<file path="config.mk">
export PLATFORM = sky130hd
export DESIGN_NAME = prog_loader
export DESIGN_NICKNAME = d
export VERILOG_FILES = /design/src/rtl/prog_loader.sv
export SDC_FILE = /design/constraint.sdc
export NUM_CORES = 1
export LEC_CHECK = 0
export CORE_UTILIZATION = 43
export CTS_CLUSTER_SIZE = 25
export DETAILED_ROUTE_END_ITERATION = 10
export GPL_TIMING_DRIVEN = 1
export HOLD_SLACK_MARGIN = 0.02
export PLACE_DENSITY_LB_ADDON = 0.08
export SLEW_MARGIN = 20
export SYNTH_ARGS = -nofsm -noshare
export SYNTH_HDL_FRONTEND = slang
export SYNTH_SLANG_ARGS = --single-unit
</file>
<file path="constraint.sdc">
create_clock -name clk -period 2.45 [get_ports clk]
set_input_delay 0.49 -clock clk [delete_from_list [all_inputs] [get_ports clk]]
set_output_delay 0.49 -clock clk [all_outputs]
set_load 0.05 [all_outputs]
</file>
<file path="src/rtl/prog_loader.sv">
// Host-side program/data loader: streams words into I-MEM/D-MEM, gates pipeline reset.
// Optional running XOR of loaded words when PROG_LOADER_CHECKSUM_EN is defined.
module prog_loader (
    input  logic        clk,
    input  logic        reset,
    input  logic        cmd_valid,
    output logic        cmd_ready,
    input  logic        cmd_sel,
    input  logic [8:0]  cmd_addr,
    input  logic [8:0]  cmd_len,
    input  logic        data_valid,
    output logic        data_ready,
    input  logic [63:0] data_in,
    input  logic        run_req,
    input  logic        halt_req,
    output logic        imem_we,
    output logic [8:0]  imem_addr,
    output logic [31:0] imem_wdata,
    output logic        dmem_we,
    output logic [7:0]  dmem_addr,
    output logic [63:0] dmem_wdata,
    output logic        pipe_hold,
    output logic        done,
    output logic        err,
    output logic [63:0] checksum
);

    typedef enum logic [1:0] {
        IDLE,
        LOAD,
        DONE,
        RUN
    } state_t;

    state_t      state_q, state_d;
    logic        sel_q;
    logic [8:0]  ptr_q;
    logic [8:0]  cnt_q;
    logic        imem_we_q;
    logic [8:0]  imem_addr_q;
    logic [31:0] imem_wdata_q;
    logic        dmem_we_q;
    logic [7:0]  dmem_addr_q;
    logic [63:0] dmem_wdata_q;
    logic        err_q;

    logic        cmd_hs;
    logic        data_hs;
    logic        bad_cmd;
    logic [9:0]  range_end;

    assign cmd_ready  = (state_q == IDLE);
    assign data_ready = (state_q == LOAD);
    assign pipe_hold  = (state_q != RUN);
    assign done       = (state_q == DONE);
    assign err        = err_q;

    assign cmd_hs  = cmd_valid && cmd_ready;
    assign data_hs = data_valid && data_ready;

    // End of range is one past the last word, so equal to depth is still legal.
    assign range_end = {1'b0, cmd_addr} + {1'b0, cmd_len};
    assign bad_cmd   = cmd_sel ? (cmd_addr[8] || (range_end > 10'd256))
                               : (range_end > 10'd512);

    always_comb begin
        state_d = state_q;
        unique case (state_q)
            IDLE: begin
                if (cmd_hs) begin
                    if (!bad_cmd) begin
                        state_d = (cmd_len == 9'd0) ? DONE : LOAD;
                    end
                end else if (run_req) begin
                    state_d = RUN;
                end
            end
            LOAD: begin
                if (data_hs && (cnt_q == 9'd1)) begin
                    state_d = DONE;
                end
            end
            DONE: state_d = IDLE;
            RUN: begin
                if (halt_req) begin
                    state_d = IDLE;
                end
            end
        endcase
    end

    always_ff @(posedge clk or negedge reset) begin
        if (!reset) begin
            state_q <= IDLE;
        end else begin
            state_q <= state_d;
        end
    end

    always_ff @(posedge clk or negedge reset) begin
        if (!reset) begin
            sel_q        <= 1'b0;
            ptr_q        <= '0;
            cnt_q        <= '0;
            imem_we_q    <= 1'b0;
            imem_addr_q  <= '0;
            imem_wdata_q <= '0;
            dmem_we_q    <= 1'b0;
            dmem_addr_q  <= '0;
            dmem_wdata_q <= '0;
            err_q        <= 1'b0;
        end else begin
            err_q     <= cmd_hs && bad_cmd;
            imem_we_q <= data_hs && !sel_q;
            dmem_we_q <= data_hs && sel_q;
            if (cmd_hs && !bad_cmd) begin
                sel_q <= cmd_sel;
                ptr_q <= cmd_addr;
                cnt_q <= cmd_len;
            end
            if (data_hs) begin
                if (sel_q) begin
                    dmem_addr_q  <= ptr_q[7:0];
                    dmem_wdata_q <= data_in;
                end else begin
                    imem_addr_q  <= ptr_q;
                    imem_wdata_q <= data_in[31:0];
                end
                ptr_q <= ptr_q + 9'd1;
                cnt_q <= cnt_q - 9'd1;
            end
        end
    end

    assign imem_we    = imem_we_q;
    assign imem_addr  = imem_addr_q;
    assign imem_wdata = imem_wdata_q;
    assign dmem_we    = dmem_we_q;
    assign dmem_addr  = dmem_addr_q;
    assign dmem_wdata = dmem_wdata_q;

`ifdef PROG_LOADER_CHECKSUM_EN
    logic [63:0] csum_q;

    always_ff @(posedge clk or negedge reset) begin
        if (!reset) begin
            csum_q <= '0;
        end else if (cmd_hs) begin
            csum_q <= '0;
        end else if (data_hs) begin
            csum_q <= csum_q ^ data_in;
        end
    end

    assign checksum = csum_q;
`else
    assign checksum = '0;
`endif

endmodule

</file>
Word level (Yosys, flattened, before mapping)
Cells that the tools add are included.
Widths: inputs -> output; s select.

cells by class
  add/subtract/negate cells = 3
  magnitude comparators = 2
  equal/unequal tests = 9
  muxes and demuxes = 12
  bitwise logic cells = 1
  reductions and logical operators = 16

operators with widths
  kind                  count
  $mux 9                4
  $mux 2                6
  $add 9x9->10          1
  $gt 10x10->1 const B  1
  $gt 10x9->1 const B   1
  $add 9x1->9 const B   1
  $eq 9x1->1 const B    1
  $logic_not 9->1       1
  $sub 9x1->9 const B   1
  $pmux 2 s4            1
  $logic_and 1x1->1     7
  $eq 2x2->1 const B    2
  $ne 2x2->1 const B    2
  $reduce_and 2->1      2
  $reduce_and 4->1      1
  $ne 3x1->1 const B    1
  $ne 3x3->1 const B    1
  $eq 2x1->1 const B    1
  $logic_not 1->1       2
  $logic_not 2->1       1
  $ne 2x1->1 const B    1
  $reduce_bool 2->1     1
  $logic_or 1x1->1      1
  $mux 1                1
  $not 1->1             1

word-level totals
  register bits = 137
  input port bits = 89
  output and inout port bits = 184
  word-level logic and storage cells = 54

Longest topological paths before layout
Gate-level depths: netlist of run 1.

  depth in word-level cells = 8
  gate-level depth with buffers = 12

Least setup slack after synthesis of run 1
OpenSTA, ideal clock, no wires.

  path type = input to register
  start point = input cmd_addr[4]
  end point = register ptr_q[2]
  library setup time = 0.123 ns
  data arrival time = 2.616 ns
  data required time = 2.327 ns
  path slack = -0.289 ns
  stages = 10
  cell sequence = ha_1 buf_6 a2111oi_4 a21boi_1 or4_4 a31oi_4 a31o_4 nand2_4 buf_6 o221a_1

between the ends
  longest elaborated chain between the ends = 7
  elaborated cells between the ends (all ways) = 8
  those cells by class = add/sub (1); order compare (2); mux (1); reduce/logical (4)

RTL lines
  item                                    RTL line  text
  start, declared                         9         input logic [8:0] cmd_addr,
  $add 9x9->10 (*)                        62        assign range_end = {1'b0, cmd_addr} + {1'b0, cmd_len};
  $gt 10x9->1                             63        assign bad_cmd = cmd_sel ? (cmd_addr[8] || (range_end > 10'd256))
  $logic_or 1x1->1                        63
  $mux 1 (*)                              63
  $logic_not 1->1 (*)                     116       if (cmd_hs && !bad_cmd) begin
  $logic_and 1x1->1 (*)                   116
  $reduce_bool 2->1 (no source line) (*)  -
  end signal, assigned                    118       ptr_q <= cmd_addr;
  end signal, assigned                    129       ptr_q <= ptr_q + 9'd1;
  end, declared                           37        logic [8:0] ptr_q;

Mark *: on every way between the ends. The rest lies on a longest branch, timed or not.
A chain may end at the register's enable or synchronous reset.

Final worst setup path of run 1
  start point = input cmd_len[0]
  end point = register cnt_q[8]

between the ends
  longest elaborated chain between the ends = 7
  elaborated cells between the ends (all ways) = 8
  those cells by class = add/sub (1); order compare (2); mux (1); reduce/logical (4)

RTL lines
  item                                    RTL line  text
  start, declared                         10        input logic [8:0] cmd_len,
  $add 9x9->10 (*)                        62
  $gt 10x9->1                             63
  $logic_or 1x1->1                        63
  $mux 1 (*)                              63
  $logic_not 1->1 (*)                     116
  $logic_and 1x1->1 (*)                   116
  $reduce_bool 2->1 (no source line) (*)  -
  end signal, assigned                    119       cnt_q <= cmd_len;
  end signal, assigned                    130       cnt_q <= cnt_q - 9'd1;
  end, declared                           38        logic [8:0] cnt_q;

Marks and branches as above.

==> summary.md, run 1 <==
The post-synthesis sequential area ratio is 0.524. For this block, the via count after detailed routing is 4898. The leakage power figure was 4.30 nW. The cell sitting at the root of the clock tree is a sky130_fd_sc_hd__clkbuf_16.

The tools report the critical path endpoint category as a flop. The overall routed net length came out at 17200 µm. Share of power burned in registers: 0.273. The run gives 0.548 as the share of power burned in combinational logic. For the total power of the final layout, the log shows 0.0151 W. The first global-routing pass estimated 27800 µm of wire. Number of slew-limit violations in the final report: 0.

The max-slew headroom at the worst pin came out at 0.580. The post-route DRC violation count came out at 23. The leading cell type by number of instances after synthesis was sky130_fd_sc_hd__dfrtp_1.

By area the synthesized netlist is led by sky130_fd_sc_hd__dfrtp_1 (52%), sky130_fd_sc_hd__mux2_1 (20%), sky130_fd_sc_hd__buf_4 (7.3%). The logs give 5070 for the number of global-route vias before repair and 0 for the post-detailed-route count of antenna-violating nets. The number of failing setup endpoints in the final timing report was 20; the relative contribution of the clock network to total power was 0.180. The flow ran to the end, but the final reports show violations.

Entering global routing, the biggest net connects 57 pins. Based on the critical path, the design can be clocked at up to 394 MHz. Excluding fillers, the count of instances in the completed layout stands at 983.

The critical path is of the input pin to flop type. The floorplan step defined a die boundary enclosing 15700 µm². The clock net in this run drives a total of 137 sinks. The worst-case IR drop observed on VDD is 0.580 mV. Area growth from synthesis to layout: 51.5%. In the final design database the tool counted 888 nets. The reg-to-reg startpoint is cnt_q[1].

TritonCTS built the clock tree. The measured slew at the worst slew-check pin works out to 0.627 ns. For this block, the initial DRC count from the detailed router was 215. The type of the most critical hold path is input pin to async pin. Internal power comes to 0.00807 W. The row count is 44, and the aggregate global routing overflow is 0. The tool flagged a number of max-cap violations equal to 0. The share of post-route cells with drive strength above 1 works out to 0.181. The mean post-synth cell area was 12.7 µm²; the core region area was 14700 µm². The repair_antennas step left the layout with diodes totalling 0. Clock edge transition at the registers on the reported setup and hold paths: 0.06 ns. The top cell type's share of synthesized area is 0.524.

The most used flip-flop cell after synthesis is sky130_fd_sc_hd__dfrtp_1. The tools report the I/O pin count as 273. Setup repair after global routing could not meet its margin everywhere. Average wire length per cell after detail routing: 17.5 µm. The post-synthesis async set-or-reset flop share is 1.00. The maximum fanout encountered on the critical timing path was 6; the placement-stage worst setup slack was -0.907 ns.

Traced cell by cell, the critical path runs through buf_6 > ha_4 > inv_2 > fa_2 > nor2b_4 > o211ai_1 > buf_4 > a221oi_2 > or4_1 > nand3_2 > a31o_4 > nand2_8 > buf_16 > o221a_1. The number of enable-type register cells in the synthesized netlist works out to 0. The number of warning messages in the yosys log came out at 0.

After synthesis the netlist holds a flip-flop and latch count of 137. The number of clock buffers inserted by TritonCTS was 17. STA puts the critical path data required time at 2.75 ns.

The setup skew after layout was 0.0114 ns; the synthesized area was 6540 µm². On the worst path, the slowest cell contributes a delay of 0.49 ns. For the final hold violation count, the log shows 0.

The beginning of the critical path is cmd_len[0]. Post-synthesis cell type with the largest combined area: sky130_fd_sc_hd__dfrtp_1. The shortest clock period the worst path allows after layout works out to 2.54 ns. The clock passes through at most 2 buffers.

Power dissipated by switching net loads: 0.00705 W. The post-DP HPWL is 12900 µm, and the proportion of total power due to net switching is 0.466. From bottom edge to top edge, the die measures 125 µm. The post-route fraction of the period consumed by the critical path came out at 1.04. For the worst-skew pair later-pin latency, the log shows 0.42 ns. Counting every instance in the synthesized netlist gives 517. The run gives -0.0887 ns as the minimum setup slack in the final design. STA classifies the critical path startpoint as an input pin. The library cell contributing the largest single delay on the critical path is sky130_fd_sc_hd__or4_1.

The die is 125 µm wide. For the placed cell count, the log shows 937. The tools report the effective utilization at floorplan as 0.445. The total of buffers placed on input and output ports is 208, and the initial antenna violation count is 0.

At the end of routability-driven placement, the weighted congestion stood at 0.851. Ranked by instance count, the synthesized netlist is headed by sky130_fd_sc_hd__dfrtp_1 (137), sky130_fd_sc_hd__mux2_1 (114), sky130_fd_sc_hd__buf_4 (64), sky130_fd_sc_hd__nor2_1 (27), sky130_fd_sc_hd__nand2_1 (19). The number of iterations in the first detailed-routing pass was 10. The final reports fail on DRC, setup timing. The post-route core utilization was 0.674. Dividing the detail-routed via count by the number of cells gives 4.98. The logs give 2.84 ns for the worst path arrival time and 1091 for the layout filler cell count. The length in cells of the worst reg-to-reg path was 6; the final sum of negative setup slack was -1.45 ns. Dividing total power by cell area gives a power density of 1530 nW/µm². The depth of the CTS H-tree came out at 4. The global router's overall resource usage is 0.231. The count of unique library cells instantiated by Yosys came out at 53.
[state kept, by name, indices dropped and copies added, names as in the netlist]
name,cells
err,1
imem_wdata,32
dmem_we,1
dmem_addr,8
imem_addr,9
imem_we,1
cnt_q,9
dmem_wdata,64
ptr_q,9
state_q,2
sel_q,1
[power groups by stage]
stage | Sequential [W] | Clock [W] | Combinational (W)
floorplan | 0.00736 | 0 | 0.00207
global placement | 0.00410 | 0 | 0.00810
detailed placement | 0.00417 | 0 | 0.00822
CTS | 0.00413 | 0.00276 | 0.00833
global route | 0.00430 | 0.00287 | 0.00862
finish | 0.00412 | 0.00272 | 0.00828
[through the flow]
step	hold slack, ns	cell area, µm²
2_1_floorplan	0.194	6840
4_1_cts	0.0501	9900
6_report	0.0343	9910
5_1_grt	0.0646	9910
3_3_place_gp	0.468	9030
3_5_place_dp	0.476	9030
[per-layer routing]
metal  track usage  routed length (µm)  up-vias
li1              -                   -     2274
met1         0.266                6780     2402
met2         0.411                9060      201
met3        0.0642                1130       21
met4        0.0818                 263        0
met5             0                   0        -
[cells in the final DEF (no fill, tap or decap), types with 3 or more instances in the layout]
| cell type | instances |
|---|---|
| sky130_fd_sc_hd__nor3_1 | 9 |
| sky130_fd_sc_hd__mux2_1 | 113 |
| sky130_fd_sc_hd__dfrtp_1 | 137 |
| sky130_fd_sc_hd__buf_2 | 6 |
| sky130_fd_sc_hd__a311oi_1 | 3 |
| sky130_fd_sc_hd__conb_1 | 64 |
| sky130_fd_sc_hd__nand2_1 | 18 |
| sky130_fd_sc_hd__buf_6 | 10 |
| sky130_fd_sc_hd__ha_1 | 6 |
| sky130_fd_sc_hd__o211ai_1 | 6 |
| sky130_fd_sc_hd__clkdlybuf4s50_1 | 190 |
| sky130_fd_sc_hd__buf_12 | 6 |
| sky130_fd_sc_hd__buf_4 | 50 |
| sky130_fd_sc_hd__inv_2 | 4 |
| sky130_fd_sc_hd__and2_1 | 3 |
| sky130_fd_sc_hd__nor2_1 | 26 |
| sky130_fd_sc_hd__nand3_1 | 6 |
| sky130_fd_sc_hd__clkdlybuf4s15_2 | 4 |
| sky130_fd_sc_hd__bufinv_16 | 4 |
| sky130_fd_sc_hd__xor2_1 | 3 |
| sky130_fd_sc_hd__clkbuf_16 | 17 |
| sky130_fd_sc_hd__a31oi_1 | 7 |
| sky130_fd_sc_hd__o221a_1 | 14 |
| sky130_fd_sc_hd__nor2b_1 | 3 |
| sky130_fd_sc_hd__ha_4 | 6 |
| sky130_fd_sc_hd__and3_1 | 3 |
| sky130_fd_sc_hd__a21oi_1 | 8 |
| sky130_fd_sc_hd__clkinvlp_4 | 4 |
| sky130_fd_sc_hd__inv_1 | 8 |
[logic make-up (layout without fill, tap and decap cells)]
group	after synthesis	in the layout	share of synthesized area
buffers and inverters	96	315	0.0953
adder cells (fa/ha/maj)	13	13	0.0260
other	1	64	0.000573
multiplexers	114	114	0.196
AO/OA/AOI/OAI	66	66	0.0878
flip-flops	137	137	0.524
AND/OR/NAND/NOR	86	86	0.0647
XOR/XNOR	4	4	0.00536
[final timing paths]
kind	end	slack, ns
worst max-delay path	cnt_q[8]	-0.09
worst min-delay path	imem_wdata[0]	0.03
worst max register to register	cnt_q[7]	0.53
worst min register to register	imem_addr[1]	0.48
max in group asynchronous	imem_wdata[1]	1.75
min in group clk	ptr_q[0]	0.39
[what timing repair did]
item | 4_1_cts | 5_1_grt
pin swaps | 24 | 14
gates cloned | 1 | 0
buffers inserted | 11 | 2
endpoints found under the setup margin | 22 | 23
hold endpoints to repair | 0 | 0
hold buffers | 0 | 0
gates resized for setup | 85 | 6
[final cells by class]
cell class / count / area, µm² / share of cell area
multi-input cells: 347 / 2910 / 0.293
well taps: 184 / 230 / 0.0232
inverters: 12 / 45.0 / 0.00454
clock inverters: 14 / 195 / 0.0197
repair buffers: 271 / 2670 / 0.269
flip-flops and latches: 137 / 3430 / 0.346
clock buffers: 18 / 439 / 0.0443
[worst max-delay path: cells and delay by family]
kind / cells / cell delay [ns]
fa+ha+maj: 2 / 0.37
compound gates: 4 / 0.73
buf+inv: 4 / 0.49
simple gates: 4 / 0.74
Power figures use the tool's default switching activity.
==> run 2: changes to the inputs <==
Settings changed: CAP_MARGIN set to 15, SKIP_LAST_GASP set to 1, TNS_END_PERCENT set to 30.
==> run 2 against run 1 <==
Against the previous run: the flow still finishes with violations (DRC, setup timing); clock skew down 0.0035 ns; non-clock buffer count down 3; setup slack got worse by 0.061 ns; register-to-register slack hardly changed; sequential power is essentially flat; hold slack gained 0.0095 ns; critical path depth decreased by 1; global-route usage shrank 0.33 points; largest cell class unchanged; core utilization is 0.27 points lower; first-iteration DRC count up 4.2%; sequential cell count unchanged.
==> summary.md, run 2 (synthesis gave the netlist of run 1 again) <==
The share of power burned in combinational logic came out at 0.553 (+0.005). The I/O pin count was 273 (unchanged). In this run the worst setup path begins at cmd_len[3]. The most frequent standard cell in the layout excluding fill and tap cells is sky130_fd_sc_hd__clkdlybuf4s50_1. The maximum vdd ir drop is 0.599 mV (+3.3%). The CTS root buffer was sky130_fd_sc_hd__clkbuf_16. Kind of critical path: input pin to flop. STA classifies the critical path startpoint as an input pin.

The run gives 0.905 (+6.3%) as the final weighted congestion in routability-driven placement. The post-route cell area was 9870 µm² (-0.40%); the post-detailed-route count of antenna-violating nets was 0 (unchanged). Aggregate global routing overflow: 0 (unchanged). The type of the most critical hold path is input pin to async pin. The relative contribution of the clock network to total power is 0.173 (-0.007), and the effective utilization at floorplan is 0.445 (unchanged). The flip-flop count of the largest register, all copies and words added was 64 (unchanged); the clock edge transition at the registers on the reported setup and hold paths was 0.06 ns (about the same). The measured slew at the worst slew-check pin is 0.644 ns (+0.0176 ns). Setup repair after global routing could not meet its margin everywhere. The logs give 2.80 ns (+0.05 ns) for the required arrival time at the worst endpoint and 137 (unchanged) for the count of clock tree sinks.

The run gives 27400 µm (-1.5%) as the first-pass GRT wire length. The post-route DRC violation count was 23 (unchanged). The worst path arrival time was 2.95 ns (+0.11 ns); the shortest clock period the worst path allows after layout was 2.60 ns (+0.0605 ns). The minimum setup slack in the final design is -0.149 ns (-0.0605 ns), and the number of buffers and inverters on the critical path is 5 (+1). The length in cells of the worst reg-to-reg path works out to 6 (unchanged). The hold buffer count at cts came out at 0 (unchanged). The worst register-to-register path begins at cnt_q[2]. The final hold violation count is 0 (unchanged), and the post-DP HPWL is 12500 µm (-2.6%). For the initial antenna violation count, the log shows 0 (unchanged). The run gives -0.928 ns (-0.0207 ns) as the placement-stage worst setup slack. For the number of slew-limit violations in the final report, the log shows 0 (unchanged). The proportion of total power due to net switching was 0.466 (-0.000716). The critical path goes through clkdlybuf4s15_1 > ha_2 > a2111oi_4 > buf_4 > a21boi_2 > or4_4 > a31oi_4 > buf_6 > a31oi_4 > o21ai_4 > buf_4 > buf_12 > o221a_1. The run gives 16900 µm (-2.0%) as the overall routed net length.

Pin count of the biggest net entering global routing: 61 (+7.0%). For this design, the slowest cell found on the critical path is sky130_fd_sc_hd__or4_4. The run gives 0.569 (-0.0108) as the max-slew headroom at the worst pin. The flow ran to the end, but the final reports show violations. The max capacitance violation total came out at 0 (unchanged). Total of buffers placed on input and output ports: 208 (unchanged).

The tools report the worst-skew pair later-pin latency as 0.41 ns (about the same). The peak per-stage delay on the critical path is 0.44 ns (-0.05 ns), and the final sum of negative setup slack is -2.16 ns (-0.710 ns). Die span in y: 125 µm (unchanged).

The post-route core utilization came out at 0.672 (-0.00272). The run gives 224 (+4.2%) as the DRC violation total after the first TritonRoute iteration. The internal cell power was 0.00805 W (-0.25%). The core region area is 14700 µm² (unchanged). For the final-stage net count, the log shows 885 (-0.34%). The final reports fail on DRC, setup timing.

The ratio of total power to cell area was 1530 nW/µm² (about the same); the number of failing setup endpoints in the final timing report was 19 (-5.0%). The endpoint identified for the worst register-to-register timing path is cnt_q[7]. The overall die width is 125 µm (unchanged), and the share of post-route cells with drive strength above 1 is 0.174 (-0.00789). The via count came out at 4855 (-0.88%). In the layout the commonest cells are sky130_fd_sc_hd__clkdlybuf4s50_1 (192), sky130_fd_sc_hd__dfrtp_1 (137), sky130_fd_sc_hd__mux2_1 (114). The global router's overall resource usage was 0.228 (-0.00326). The post-route fraction of the period consumed by the critical path was 1.06 (+0.0247). The via density per instance was 4.96 (-0.47%); the setup skew after layout was 0.00797 ns (-0.00345 ns).

Maximum fanout encountered on the critical timing path: 7 (+1). For the placement-stage cell area, the log shows 9010 µm² (-0.28%). The leakage power figure came out at 4.26 nW (-0.89%). For the maximum clock rate, the log shows 385 MHz (-2.3%). Number of clock buffers inserted by TritonCTS: 17 (unchanged).

Depth of the CTS H-tree: 4 (unchanged). The kind of cell adding the most delay to the critical path was compound AO/OA/AOI/OAI gates. For the maximum clock insertion buffer count, the log shows 2 (unchanged). TritonCTS built the clock tree. The number of global-route vias before repair is 5085 (+0.30%).

Number of iterations in the first detailed-routing pass: 10 (unchanged). The total die area was 15700 µm² (unchanged); the area growth from synthesis to layout was 50.9%. For the share of power burned in registers, the log shows 0.274 (about the same). The tools report the row count as 44 (unchanged).

The register-to-register path setup slack is 0.53 ns (about the same). The logs give 1094 (+0.27%) for the layout filler cell count and 0.00701 W (-0.54%) for the power dissipated by switching net loads. The average wire length per cell after detail routing is 17.2 µm (-1.6%). The run gives 0 (unchanged) as the diode insertion count for antenna repair. The tools report the critical path endpoint category as a flop.
==> run 2: cell types whose count changed in the layout (fill, tap and decap cells not counted), moves of 2 or more <==
cell / change
sky130_fd_sc_hd__a211oi_2: -2
sky130_fd_sc_hd__buf_6: -5
sky130_fd_sc_hd__dlymetal6s2s_1: -2
sky130_fd_sc_hd__clkdlybuf4s15_1: +3
sky130_fd_sc_hd__clkbuf_8: +2
sky130_fd_sc_hd__clkdlybuf4s50_1: +2
==> run 2: layer usage <==
metal  vias up  GRT usage  wire length (µm)
li1       2269          -                 -
met1      2347      0.265              6560
met2       206      0.394              8660
met3        33     0.0693              1250
met4         0     0.0868               408
met5         -          0                 0
==> run 2: power groups by stage <==
stage,clock network [W],logic [W],registers (W)
final,0.00261,0.00832,0.00412
after global routing,0.00278,0.00868,0.00428
after CTS,0.00268,0.00835,0.00413
after detailed placement,0,0.00822,0.00416
after global placement,0,0.00812,0.00410
after floorplan,0,0.00207,0.00736
==> run 2: stage by stage <==
step           std cells  hold slack [ns]  total power [W]
2_1_floorplan        580            0.194          0.00942
3_3_place_gp         935            0.469           0.0122
3_5_place_dp         935            0.476           0.0124
4_1_cts              977           0.0547           0.0152
5_1_grt              979           0.0677           0.0157
6_report             979           0.0439           0.0151
==> run 2: repair_timing <==
| action | in CTS | in global routing |
|---|---|---|
| cloned | 2 | 0 |
| hold endpoints to repair | 0 | 0 |
| setup buffers | 10 | 3 |
| pin swaps | 16 | 10 |
| resized for setup | 64 | 16 |
| setup endpoints to repair | 22 | 23 |
==> run 2: cell type report <==
cell class | instances | area, µm² | share of cell area
flip-flops and latches | 137 | 3430 | 0.347
multi-input cells | 347 | 2900 | 0.294
repair buffers | 268 | 2650 | 0.269
clock buffers | 20 | 467 | 0.0473
well taps | 184 | 230 | 0.0233
clock inverters | 11 | 145 | 0.0147
inverters | 12 | 47.5 | 0.00482
==> run 2: how the worst max path moves through the flow <==
stage	slack [ns]	depth (start not counted)	to
2_1_floorplan	-0.21	10	ptr_q[2]
3_3_place_gp	-0.84	12	state_q[1]
3_5_place_dp	-0.93	13	cnt_q[2]
4_1_cts	-0.15	14	cnt_q[8]
5_1_grt	-0.27	14	ptr_q[3]
6_report	-0.15	13	cnt_q[2]
==> run 3: changes to the inputs <==
Settings changed: CORE_UTILIZATION 43 to 39.
Clock period 2.45 ns to 2.2 ns, I/O delays scaled along.
==> run 3 against run 2 <==
Against the previous run: via count grew 1.0%; largest cell class unchanged; design area unchanged; core utilization shrank 5.9 points; die area is 10% higher; critical endpoint is now ptr_q[2]; the run ends with hold timing, setup timing left; non-clock buffer count rose by 6; sequential power increased by 11%.
==> summary.md, run 3 (synthesis gave the netlist of run 1 again) <==
Register-to-register path setup slack: 0.29 ns (-0.24 ns). The post-detailed-route count of antenna-violating nets is 0 (unchanged). The length in cells of the worst reg-to-reg path works out to 6 (unchanged). The total die area was 17300 µm² (+10%); the via density per instance was 4.82 (-2.9%). For the setup skew after layout, the log shows 0.00791 ns (-0.0000535 ns).

STA classifies the critical path startpoint as an input pin. The most critical setup path has its endpoint at ptr_q[2]. The number of failing setup endpoints in the final timing report was 22 (+3); the max-slew headroom at the worst pin was 0.542 (-0.0269).

The first-pass GRT wire length is 27300 µm (-0.23%). The measured slew at the worst slew-check pin is 0.680 ns (+0.0361 ns). The logs give 1286 (+18%) for the layout filler cell count and 5083 (-0.039%) for the number of global-route vias before repair. The final hold violation count is 1 (+1).

The logs give 4.28 nW (+0.45%) for the leakage power figure and 2.81 ns (-0.14 ns) for the worst path arrival time. The maximum fanout encountered on the critical timing path is 7 (unchanged). Total of buffers placed on input and output ports: 208 (unchanged). Global router's overall resource usage: 0.199 (-0.0284).

The flow ran to the end, but the final reports show violations. The area growth from synthesis to layout was 50.9% (unchanged). In this run the worst setup path begins at cmd_len[5]. After layout, the minimum clock period comes to 2.52 ns.

The total power of the final layout was 0.0166 W (+10%); the DRC violation total after the first TritonRoute iteration was 148 (-34%). The run gives 0 (unchanged) as the max capacitance violation total. Leaving out fill and tap cells, the most frequent cells in the layout are sky130_fd_sc_hd__clkdlybuf4s50_1 (189), sky130_fd_sc_hd__dfrtp_1 (137), sky130_fd_sc_hd__mux2_1 (114). The final-stage net count was 891 (+0.68%). TritonCTS built the clock tree. The required arrival time at the worst endpoint was 2.49 ns (-0.31 ns). The number of clock buffers inserted by TritonCTS was 17 (unchanged); the worst-skew pair later-pin latency was 0.41 ns (about the same).

The initial antenna violation count is 0 (unchanged). The tools report the core region area as 16100 µm² (+9.6%). The number of slew-limit violations in the final report was 0 (unchanged); the flip-flop count of the largest register, all copies and words added was 64 (unchanged). The number of cells in the finished layout apart from fillers is 1018 (+4.0%), and the average wire length per cell after detail routing is 16.4 µm (-4.9%).

Most frequent standard cell in the layout excluding fill and tap cells: sky130_fd_sc_hd__clkdlybuf4s50_1. The overall die width works out to 132 µm (+4.9%). The effective utilization at floorplan came out at 0.406 (-0.0391).

The worst hold path belongs to the class input pin to async pin. The ratio of total power to cell area was 1680 nW/µm² (+10%); the pin count of the biggest net entering global routing was 63 (+3.3%). Clock edge transition at the registers on the reported setup and hold paths: 0.06 ns (about the same). The overall routed net length is 16700 µm (-1.1%). The share of post-route cells with drive strength above 1 was 0.173 (-0.000268); the number of iterations in the first detailed-routing pass was 4 (-6).

For the final sum of negative setup slack, the log shows -6.26 ns (-4.10 ns). The worst setup path is of the input pin to flop kind. The maximum vdd ir drop came out at 0.815 mV (+36%). The run gives 9020 µm² (+0.18%) as the placement-stage cell area.

Based on the critical path, the design can be clocked at up to 397 MHz. The worst register-to-register path begins at cnt_q[2]. The run gives 0 (-100%) as the post-route DRC violation count. The placed cell count is 971 (+3.9%), and the post-route fraction of the period consumed by the critical path is 1.15. The run gives 0.838 (-7.3%) as the final weighted congestion in routability-driven placement. Reg-to-reg endpoint: cnt_q[7]. The run gives -0.322 ns (-0.172 ns) as the minimum setup slack in the final design. The run gives 46 (+4.5%) as the row count. The maximum clock insertion buffer count is 2 (unchanged). For the aggregate global routing overflow, the log shows 0 (unchanged).

Depth of the CTS H-tree: 4 (unchanged). The checks that failed: hold timing, setup timing. For the post-DP HPWL, the log shows 12500 µm (about the same).

The count of clock tree sinks came out at 137 (unchanged). The critical path endpoint category is a flop. The diode insertion count for antenna repair is 0 (unchanged). Post-route cell area: 9870 µm² (unchanged). The via count is 4904 (+1.0%). The worst hold-check slack was -0.00264 ns (-0.0465 ns); the die span in y was 132 µm (+4.9%). In this run the clock root is driven by a sky130_fd_sc_hd__clkbuf_16.

Setup repair after global routing could not meet its margin everywhere. For the I/O pin count, the log shows 273 (unchanged).
[run 3: cell count changes in the layout (fill, tap and decap cells not counted), sizes merged]
cell,previous run,this run
dlygate4sd2,0,2
clkdlybuf4s15,7,4
clkbuf,20,22
clkdlybuf4s50,192,189
buf,69,78
[run 3: worst max-delay path, cell delays in order]
cell	delay (ns)
sky130_fd_sc_hd__dlygate4sd2_1	0.28
sky130_fd_sc_hd__ha_4	0.19
sky130_fd_sc_hd__buf_4	0.14
sky130_fd_sc_hd__o21ai_4	0.14
sky130_fd_sc_hd__nand2_1	0.09
sky130_fd_sc_hd__a21boi_1	0.15
sky130_fd_sc_hd__or4_4	0.44
sky130_fd_sc_hd__a31oi_4	0.25
sky130_fd_sc_hd__buf_6	0.13
sky130_fd_sc_hd__a31o_4	0.11
sky130_fd_sc_hd__nand2_4	0.08
sky130_fd_sc_hd__buf_12	0.14
sky130_fd_sc_hd__o221a_1	0.24
[run 3: per-layer routing]
metal  GRT usage  up-vias  share of wire  routed length (µm)
met5           0        -              0                   0
met4      0.0646        0          0.010                 171
met3      0.0475       12          0.050                 836
met2       0.347      195           0.52                8680
met1       0.240     2421           0.42                7010
li1            -     2276              -                   -
[run 3: timing repair]
| action | in CTS | in global routing |
|---|---|---|
| buffers inserted | 11 | 4 |
| gates resized for setup | 64 | 10 |
| hold buffers | 0 | 0 |
| pin swaps | 23 | 11 |
| setup endpoints to repair | 22 | 22 |
[run 3: cell type report]
| type | count | area, µm² | share of cell area |
|---|---|---|---|
| clock buffers | 21 | 460 | 0.0466 |
| clock inverters | 11 | 145 | 0.0147 |
| inverters | 12 | 45.0 | 0.00456 |
| multi-input cells | 347 | 2880 | 0.291 |
| flip-flops and latches | 137 | 3430 | 0.347 |
| well taps | 216 | 270 | 0.0274 |
| repair buffers | 274 | 2650 | 0.268 |
[run 3: power breakdown]
group / switching, W / leakage (nW) / internal, W
Combinational: 0.00588 / 2.37 / 0.00326
Sequential: 0.000796 / 1.62 / 0.00378
Clock: 0.00104 / 0.289 / 0.00184
[run 3: through the flow]
stage | utilization | setup slack [ns]
2_1_floorplan | - | -0.472
3_3_place_gp | 0.560 | -1.14
3_5_place_dp | 0.560 | -1.31
4_1_cts | 0.609 | -0.346
5_1_grt | 0.613 | -0.411
6_report | 0.613 | -0.322
[run 3: how the worst min path moves through the flow]
stage,from,endpoint,slack [ns],cells past startpoint
6_report,reset,dmem_wdata[25],-0.003,1
4_1_cts,reset,dmem_wdata[25],0.02,1
3_5_place_dp,reset,dmem_wdata[25],0.47,1
5_1_grt,reset,dmem_wdata[25],0.03,1
3_3_place_gp,reset,imem_wdata[25],0.45,1
2_1_floorplan,reset,cnt_q[0],0.14,0
